File: config.mk
export PLATFORM = sky130hd
export DESIGN_NAME = dir_access_sched
export DESIGN_NICKNAME = d
export VERILOG_FILES = /design/src/rtl/dir_access_sched.sv
export SDC_FILE = /design/constraint.sdc
export NUM_CORES = 1
export LEC_CHECK = 0
export CAP_MARGIN = 0
export CORE_MARGIN = 10
export CORE_UTILIZATION = 53
export CTS_BUF_LIST = sky130_fd_sc_hd__clkbuf_16
export DETAILED_ROUTE_END_ITERATION = 8
export GPL_TIMING_DRIVEN = 0
export HOLD_SLACK_MARGIN = 0.05
export PLACE_DENSITY = 0.82
export SYNTH_ARGS = -nofsm -noshare
export SYNTH_HDL_FRONTEND = slang
export SYNTH_SLANG_ARGS = --single-unit
File: constraint.sdc
create_clock -name clk_i -period 10.1 [get_ports clk_i]
set_clock_uncertainty 0.05 [all_clocks]
set_input_delay 1.01 -clock clk_i [delete_from_list [all_inputs] [get_ports clk_i]]
set_output_delay 1.01 -clock clk_i [all_outputs]
set_load 0.05 [all_outputs]
File: src/rtl/dir_access_sched.sv
// Directory SRAM access scheduler: core requests queue in a small FIFO, coherence
// requests win arbitration with a starvation guard. Optional perf counters: DIR_ACCESS_SCHED_PERF_EN.
module dir_access_sched #(
  parameter int unsigned NumWays       = 4,
  parameter int unsigned DirAddrWidth  = 7,
  parameter int unsigned DirEntryWidth = 24,
  parameter int unsigned PendDepth     = 2,
  parameter int unsigned StarveMax     = 4
) (
  input  logic                             clk_i,
  input  logic                             rst_ni,
  input  logic                             core_req_valid_i,
  output logic                             core_req_ready_o,
  input  logic [DirAddrWidth-1:0]          core_addr_i,
  input  logic [NumWays-1:0]               core_cs_i,
  input  logic [NumWays-1:0]               core_we_i,
  input  logic [NumWays*DirEntryWidth-1:0] core_wentry_i,
  input  logic                             coh_req_valid_i,
  output logic                             coh_req_ready_o,
  input  logic [DirAddrWidth-1:0]          coh_addr_i,
  input  logic [NumWays-1:0]               coh_cs_i,
  input  logic [NumWays-1:0]               coh_we_i,
  input  logic [NumWays*DirEntryWidth-1:0] coh_wentry_i,
  output logic [DirAddrWidth-1:0]          dir_addr_o,
  output logic [NumWays-1:0]               dir_cs_o,
  output logic [NumWays-1:0]               dir_we_o,
  output logic [NumWays*DirEntryWidth-1:0] dir_wentry_o,
  output logic                             dir_src_o
`ifdef DIR_ACCESS_SCHED_PERF_EN
  ,
  output logic [31:0]                      perf_coh_issue_o,
  output logic [31:0]                      perf_core_stall_o
`endif
);

  localparam int unsigned PtrW = (PendDepth > 1) ? $clog2(PendDepth) : 1;
  localparam int unsigned EntW = NumWays * DirEntryWidth;

  typedef struct packed {
    logic [DirAddrWidth-1:0] addr;
    logic [NumWays-1:0]      cs;
    logic [NumWays-1:0]      we;
    logic [EntW-1:0]         wentry;
  } req_t;

  req_t            r_fifo [PendDepth];
  logic [PtrW-1:0] r_rd_ptr;
  logic [PtrW-1:0] r_wr_ptr;
  logic [PtrW:0]   r_count;
  logic [3:0]      r_starve;

  logic w_empty;
  logic w_full;
  logic w_force_core;
  logic w_coh_issue;
  logic w_core_issue;
  logic w_push;
  req_t w_head;

  always_comb begin
    w_empty      = (r_count == '0);
    w_full       = (r_count == (PtrW+1)'(PendDepth));
    w_force_core = !w_empty && (r_starve == 4'(StarveMax));
    w_coh_issue  = coh_req_valid_i && !w_force_core;
    // Pop only from entries present before this cycle, so a push is never issued same-cycle.
    w_core_issue = !w_coh_issue && !w_empty;
    w_push       = core_req_valid_i && !w_full;
    w_head       = r_fifo[r_rd_ptr];
  end

  assign core_req_ready_o = !w_full;
  assign coh_req_ready_o  = !w_force_core;

  always_ff @(posedge clk_i) begin
    if (w_push) begin
      r_fifo[r_wr_ptr] <= '{addr: core_addr_i, cs: core_cs_i, we: core_we_i, wentry: core_wentry_i};
    end
  end

  always_ff @(posedge clk_i or negedge rst_ni) begin
    if (!rst_ni) begin
      r_rd_ptr <= '0;
      r_wr_ptr <= '0;
      r_count  <= '0;
    end else begin
      if (w_push) begin
        r_wr_ptr <= r_wr_ptr + 1'b1;
      end
      if (w_core_issue) begin
        r_rd_ptr <= r_rd_ptr + 1'b1;
      end
      case ({w_push, w_core_issue})
        2'b10:   r_count <= r_count + 1'b1;
        2'b01:   r_count <= r_count - 1'b1;
        default: r_count <= r_count;
      endcase
    end
  end

  always_ff @(posedge clk_i or negedge rst_ni) begin
    if (!rst_ni) begin
      r_starve <= '0;
    end else if (w_coh_issue && !w_empty) begin
      r_starve <= r_starve + 1'b1;
    end else begin
      r_starve <= '0;
    end
  end

  always_ff @(posedge clk_i or negedge rst_ni) begin
    if (!rst_ni) begin
      dir_addr_o   <= '0;
      dir_cs_o     <= '0;
      dir_we_o     <= '0;
      dir_wentry_o <= '0;
      dir_src_o    <= 1'b0;
    end else if (w_coh_issue) begin
      dir_addr_o   <= coh_addr_i;
      dir_cs_o     <= coh_cs_i;
      dir_we_o     <= coh_we_i;
      dir_wentry_o <= coh_wentry_i;
      dir_src_o    <= 1'b1;
    end else if (w_core_issue) begin
      dir_addr_o   <= w_head.addr;
      dir_cs_o     <= w_head.cs;
      dir_we_o     <= w_head.we;
      dir_wentry_o <= w_head.wentry;
      dir_src_o    <= 1'b0;
    end else begin
      dir_cs_o <= '0;
      dir_we_o <= '0;
    end
  end

`ifdef DIR_ACCESS_SCHED_PERF_EN
  logic [31:0] r_perf_coh;
  logic [31:0] r_perf_stall;

  always_ff @(posedge clk_i or negedge rst_ni) begin
    if (!rst_ni) begin
      r_perf_coh   <= '0;
      r_perf_stall <= '0;
    end else begin
      if (w_coh_issue && (r_perf_coh != '1)) begin
        r_perf_coh <= r_perf_coh + 1'b1;
      end
      if (core_req_valid_i && w_full && (r_perf_stall != '1)) begin
        r_perf_stall <= r_perf_stall + 1'b1;
      end
    end
  end

  assign perf_coh_issue_o  = r_perf_coh;
  assign perf_core_stall_o = r_perf_stall;
`endif

endmodule

# After elaboration in Yosys (flattened, before gate mapping)
# Memories as Yosys holds them, arrays and structs flattened.
# Index checks and enable logic that the tools add are counted.
[totals] in_bits=226 mem_bits_rw=222 regBits=120 mem_count=1 output_inout_bits=114 word_cells=45
[memory_table] memory="r_fifo" words=2 word_bits=111 read_ports=1 rd_ports_with_merged_regs=0 wr=1 line="46" source="req_t r_fifo [PendDepth];"
[op_classes] n_mux=14 n_reduce_logical=12 addsub=5 eq_ne=4
[op_table] operator="$mux 96" n=2
[op_table] operator="$mux 4" n=5
[op_table] operator="$mux 7" n=2
[op_table] operator="$logic_and 1x1->1" n=5
[op_table] operator="$add 4x1->4 const B" n=1
[op_table] operator="$eq 2x2->1 const B" n=2
[op_table] operator="$eq 4x3->1 const B" n=1
[op_table] operator="$logic_not 1->1" n=4
[op_table] operator="$mux 1" n=4
[op_table] operator="$pmux 2 s2" n=1
[op_table] operator="$reduce_bool 2->1" n=2
[op_table] operator="$add 1x1->1 const B" n=2
[op_table] operator="$add 2x1->2 const B" n=1
[op_table] operator="$eq 2x1->1 const B" n=1
[op_table] operator="$logic_not 2->1" n=1
[op_table] operator="$sub 2x1->2 const B" n=1

# Logic depth before layout (Yosys ltp)
[depth] ltp_word=9 mapped_depth=8 mapped_depth_nobuf=8

# Least setup slack after synthesis
# No wires, ideal clock.
[synth_path] path_kind="flip-flop to flip-flop" start="register r_count[0]" end="memory r_fifo[0][0] (netlist name) (enable)" stages_incl_launch_ff=6 setup_time_ns=0.583 slack_ns=3.525 t_required_ns=9.467 arrival_time_ns=5.942 period_less_slack_ns=6.575 n_path_buf=2 path_cell_list="dfrtp_1 -> buf_4 -> buf_2 -> nand2b_1 -> nand2_1 -> nor2_1"
[synth_between] elab_chain_len=5
[synth_rtl] element="from (decl)" line="49" source="logic [PtrW:0] r_count;"
[synth_rtl] element="from (signal assigned)" line="93" source="2'b10: r_count <= r_count + 1'b1;"
[synth_rtl] element="from (signal assigned)" line="94" source="2'b01: r_count <= r_count - 1'b1;"
[synth_rtl] element="from (signal assigned)" line="95" source="default: r_count <= r_count;"
[synth_rtl] element="$eq 2x2->1" line="62" source="w_full = (r_count == (PtrW+1)'(PendDepth));"
[synth_rtl] element="$logic_not 1->1"
[synth_rtl] element="net core_req_ready_o" line="13" source="output logic core_req_ready_o,"
[synth_rtl] element="$logic_and 1x1->1" line="67" source="w_push = core_req_valid_i && !w_full;"
[synth_rtl] element="$mux 1" line="75" source="if (w_push) begin"
[synth_rtl] element="$mux 1 (implied by the code)" line="76" source="r_fifo[r_wr_ptr] <= '{addr: core_addr_i, cs: core_cs_i, we: core_we_i, wentry: core_wentry_i};"
[synth_rtl] element="to (decl)" line="46"
# The timed path passes the listed nets, and every way through them passes these cells.

# Worst setup path in the final report
[layout_path] start="register r_count[0]" end="output port coh_req_ready_o"
[layout_between] elab_chain_len=4
[layout_rtl] element="$logic_not 2->1" line="61" source="w_empty = (r_count == '0);"
[layout_rtl] element="$logic_not 1->1" line="63" source="w_force_core = !w_empty && (r_starve == 4'(StarveMax));"
[layout_rtl] element="$logic_and 1x1->1" line="63"
[layout_rtl] element="$logic_not 1->1" line="72" source="assign coh_req_ready_o = !w_force_core;"
[layout_rtl] element="to (decl)" line="19" source="output logic coh_req_ready_o,"
# Every way passes these cells.

==> results.json <==
{
  "postCtsSetupBuffers": 0,
  "core_area_sq_mm": 0.02525,
  "required_ps": 9040,
  "yosys_warnings": 0,
  "path_cells": "buf_4 -> or2_1 -> buf_2 -> buf_6 -> buf_6 -> nand2b_1 -> clkdlybuf4s50_1",
  "vias": 8914,
  "synthToLayoutAreaGrowth_pct": 37.07,
  "io_buffers": 339,
  "rows": 58,
  "max-cap-violations": 0,
  "power_density_mw_per_mm2": 315.5,
  "synth_fa_ha_area_share_pct": 0.2746,
  "cp_max_fo": 10,
  "slew_headroom_pct": 38.42,
  "multi_input_area_sq_mm": 0.003637,
  "first_global_vias": 9513,
  "setup_viol": 0,
  "grt_setup_unrepaired": "no",
  "avgViaCountPerCell": 5.513,
  "gp_congestion": 0.8254,
  "drtIter0Drc": 436,
  "dieArea_sq_mm": 0.03262,
  "regToRegSetupSlack_ps": 7200,
  "drt_first_pass_iters": 4,
  "wl_microns": 38030,
  "cts_buffer_depth": 3,
  "synth_edf_count": 222,
  "min_period_over_period_pct": 36.51,
  "antenna_found_initial": 12,
  "postLayoutCellArea_sq_mm": 0.01874,
  "detail-route-antenna-nets": 0,
  "regArea_sq_mm": 0.009669,
  "synth_area_per_cell_sq_um": 15.71,
  "placed_area_sq_mm": 0.01766,
  "cts_max_level": 2,
  "grt_remaining_overflow": 0,
  "use_met2_pct": 37.63,
  "synth_ff_type": "edfxtp_1",
  "fmax_mhz": 271.2,
  "post_drt_wl_per_cell_microns": 23.52,
  "fin_setup_tns_ps": 0,
  "ys_types": 26,
  "use_met1_pct": 26.17,
  "die_h_microns": 180.6,
  "final_net_count": 1483,
  "pre_cts_ws_ps": 6640,
  "finalPower_mw": 5.913,
  "ir_drop_mv": 0.1981,
  "syn-cell-area_sq_mm": 0.01367,
  "period_needed_ps": 3687,
  "ios": 340,
  "muxShareOfSynthArea_pct": 17.27,
  "hp-class": "in -> async",
  "cts_tree": "done",
  "start_util_pct": 54.13,
  "drive_gt1_share_pct": 15.00,
  "cp-start-kind": "register",
  "gr-usage-met3_pct": 8.514,
  "grt_max_degree": 76,
  "clk_pin_slew_ps": 60,
  "slowest_delay_ps": 810,
  "track_usage_pct": 22.44,
  "cts.hold.buffers_added": 0,
  "cts_resized": 0,
  "worst-slew-pin-transition_ps": 921.6,
  "clk_latency_ps": 500,
  "cp-end-kind": "primary output",
  "cp_top_family": "buffers and inverters",
  "crit_start": "r_count[0]$_DFFE_PN0P_",
  "critPathArrivalTime_ps": 2630,
  "hold_violations": 0,
  "dp_hpwl_microns": 26840,
  "cp_num_buf_inv": 5,
  "busiest_layer": "met2",
  "cts_made_buffers": 36,
  "synthCells": 870,
  "async_flop_share_pct": 35.09,
  "synth_compound_area_share_pct": 3.871,
  "cts_root_buf": "clkbuf_16",
  "finalWorstSetupSlack_ps": 6413,
  "synth_top_family_by_area": "multiplexers",
  "grt_pass1_wl_microns": 57110,
  "ys_seq_elements": 342,
  "status": "finished clean",
  "critical_path_class": "reg -> out",
  "finish.utilization_pct": 74.20,
  "leakage_nw": 7.076,
  "fillers": 1632,
  "synth-seq-area-share_pct": 70.73,
  "crit_top_cell": "buf_6",
  "cp_slowest_cell": "clkdlybuf4s50_1",
  "clkSinkCount": 342,
  "synth_xor_xnor_area_share_pct": 0.4485,
  "synth_fp_nets": 1099,
  "yosys.area_share.simple_pct": 4.649,
  "drcViolationCount": 0,
  "timing.rr.start": "r_count[0]$_DFFE_PN0P_",
  "slew_viol_final": 0,
  "fp.dieW_microns": 180.6
}
-- synthesized netlist by cell type (4+ instances only) --
library cell	instances	area share (%)
mux2i_1	111	8.1
nor3_1	106	3.9
mux2_2	96	7.9
clkbuf_1	20	0.55
xnor2_1	4	0.26
mux2_1	15	1.2
buf_6	12	0.99
buf_4	4	0.22
nor2_1	10	0.27
buf_2	25	0.92
a21oi_1	104	3.8
dfrtp_1	120	22
edfxtp_1	222	49
-- power breakdown --
| group | switching (mW) | internal (mW) | leakage [nW] |
|---|---|---|---|
| clock network | 0.504 | 0.684 | 0.579 |
| logic | 1.66 | 0.966 | 3.04 |
| registers | 0.157 | 1.94 | 3.46 |
-- flip-flops by register name, indices dropped and copies added (netlist names) --
register,flops
dir_src_o,1
dir_we_o,4
r_wr_ptr,1
r_rd_ptr,1
r_starve,4
dir_addr_o,7
r_fifo,222
dir_cs_o,4
dir_wentry_o,96
r_count,2
-- through the flow --
stage | std cells | hold WS (ps)
after floorplan | 870 | 410.8
after global placement | 1539 | 408.7
after detailed placement | 1546 | 431.4
after CTS | 1610 | 397.8
after global routing | 1614 | 421.3
final | 1617 | 402.3
-- area by class of cell --
class / count / area share (%)
tap: 330 / 2.204
antenna: 7 / 0.09348
multi-input combinational: 464 / 19.41
clock buffer: 37 / 4.941
inverter: 2 / 0.04006
timing repair buffer: 346 / 19.02
sequential: 342 / 51.60
buffer: 62 / 1.970
clock inverter: 27 / 0.7145
-- final timing paths --
check / endpoint / cells past startpoint
worst max register to register: r_fifo[0][6]$_DFFE_PP_ / 8
min in group clk_i: dir_src_o$_DFFE_PN0P_ / 2
worst min register to register: dir_src_o$_DFFE_PN0P_ / 2
max in group asynchronous: dir_wentry_o[28]$_DFFE_PN0P_ / 2
worst max-delay path: coh_req_ready_o / 7
worst min-delay path: dir_wentry_o[83]$_DFFE_PN0P_ / 1
-- metal layers --
layer	wire (microns)	vias to the layer above
met4	697	10
met2	19160	380
li1	-	4077
met1	14470	4387
met3	3636	60
met5	63	-
-- kinds of logic (layout without fill, tap and decap cells) --
logic type,after synthesis,in the layout
DFF,342,342
muxes,222,222
AOI/OAI and AO/OA,105,105
adders and majority gates,3,3
other,0,7
xor gates and xnor gates,7,7
buffers and inverters,64,474
and+or+nand+nor,127,127
-- cells in the final DEF (no fill, tap or decap), types with 5 or more instances in the layout --
cell	count
clkdlybuf4s50_1	338
edfxtp_1	222
dfrtp_1	120
mux2i_1	111
nor3_1	106
a21oi_1	104
mux2_2	96
clkbuf_16	37
buf_2	25
clkbuf_1	20
inv_1	17
mux2_1	15
buf_6	13
nor2_1	9
diode_2	7
clkinv_1	6
clkinv_2	5
(Power assumes the default switching activity.)
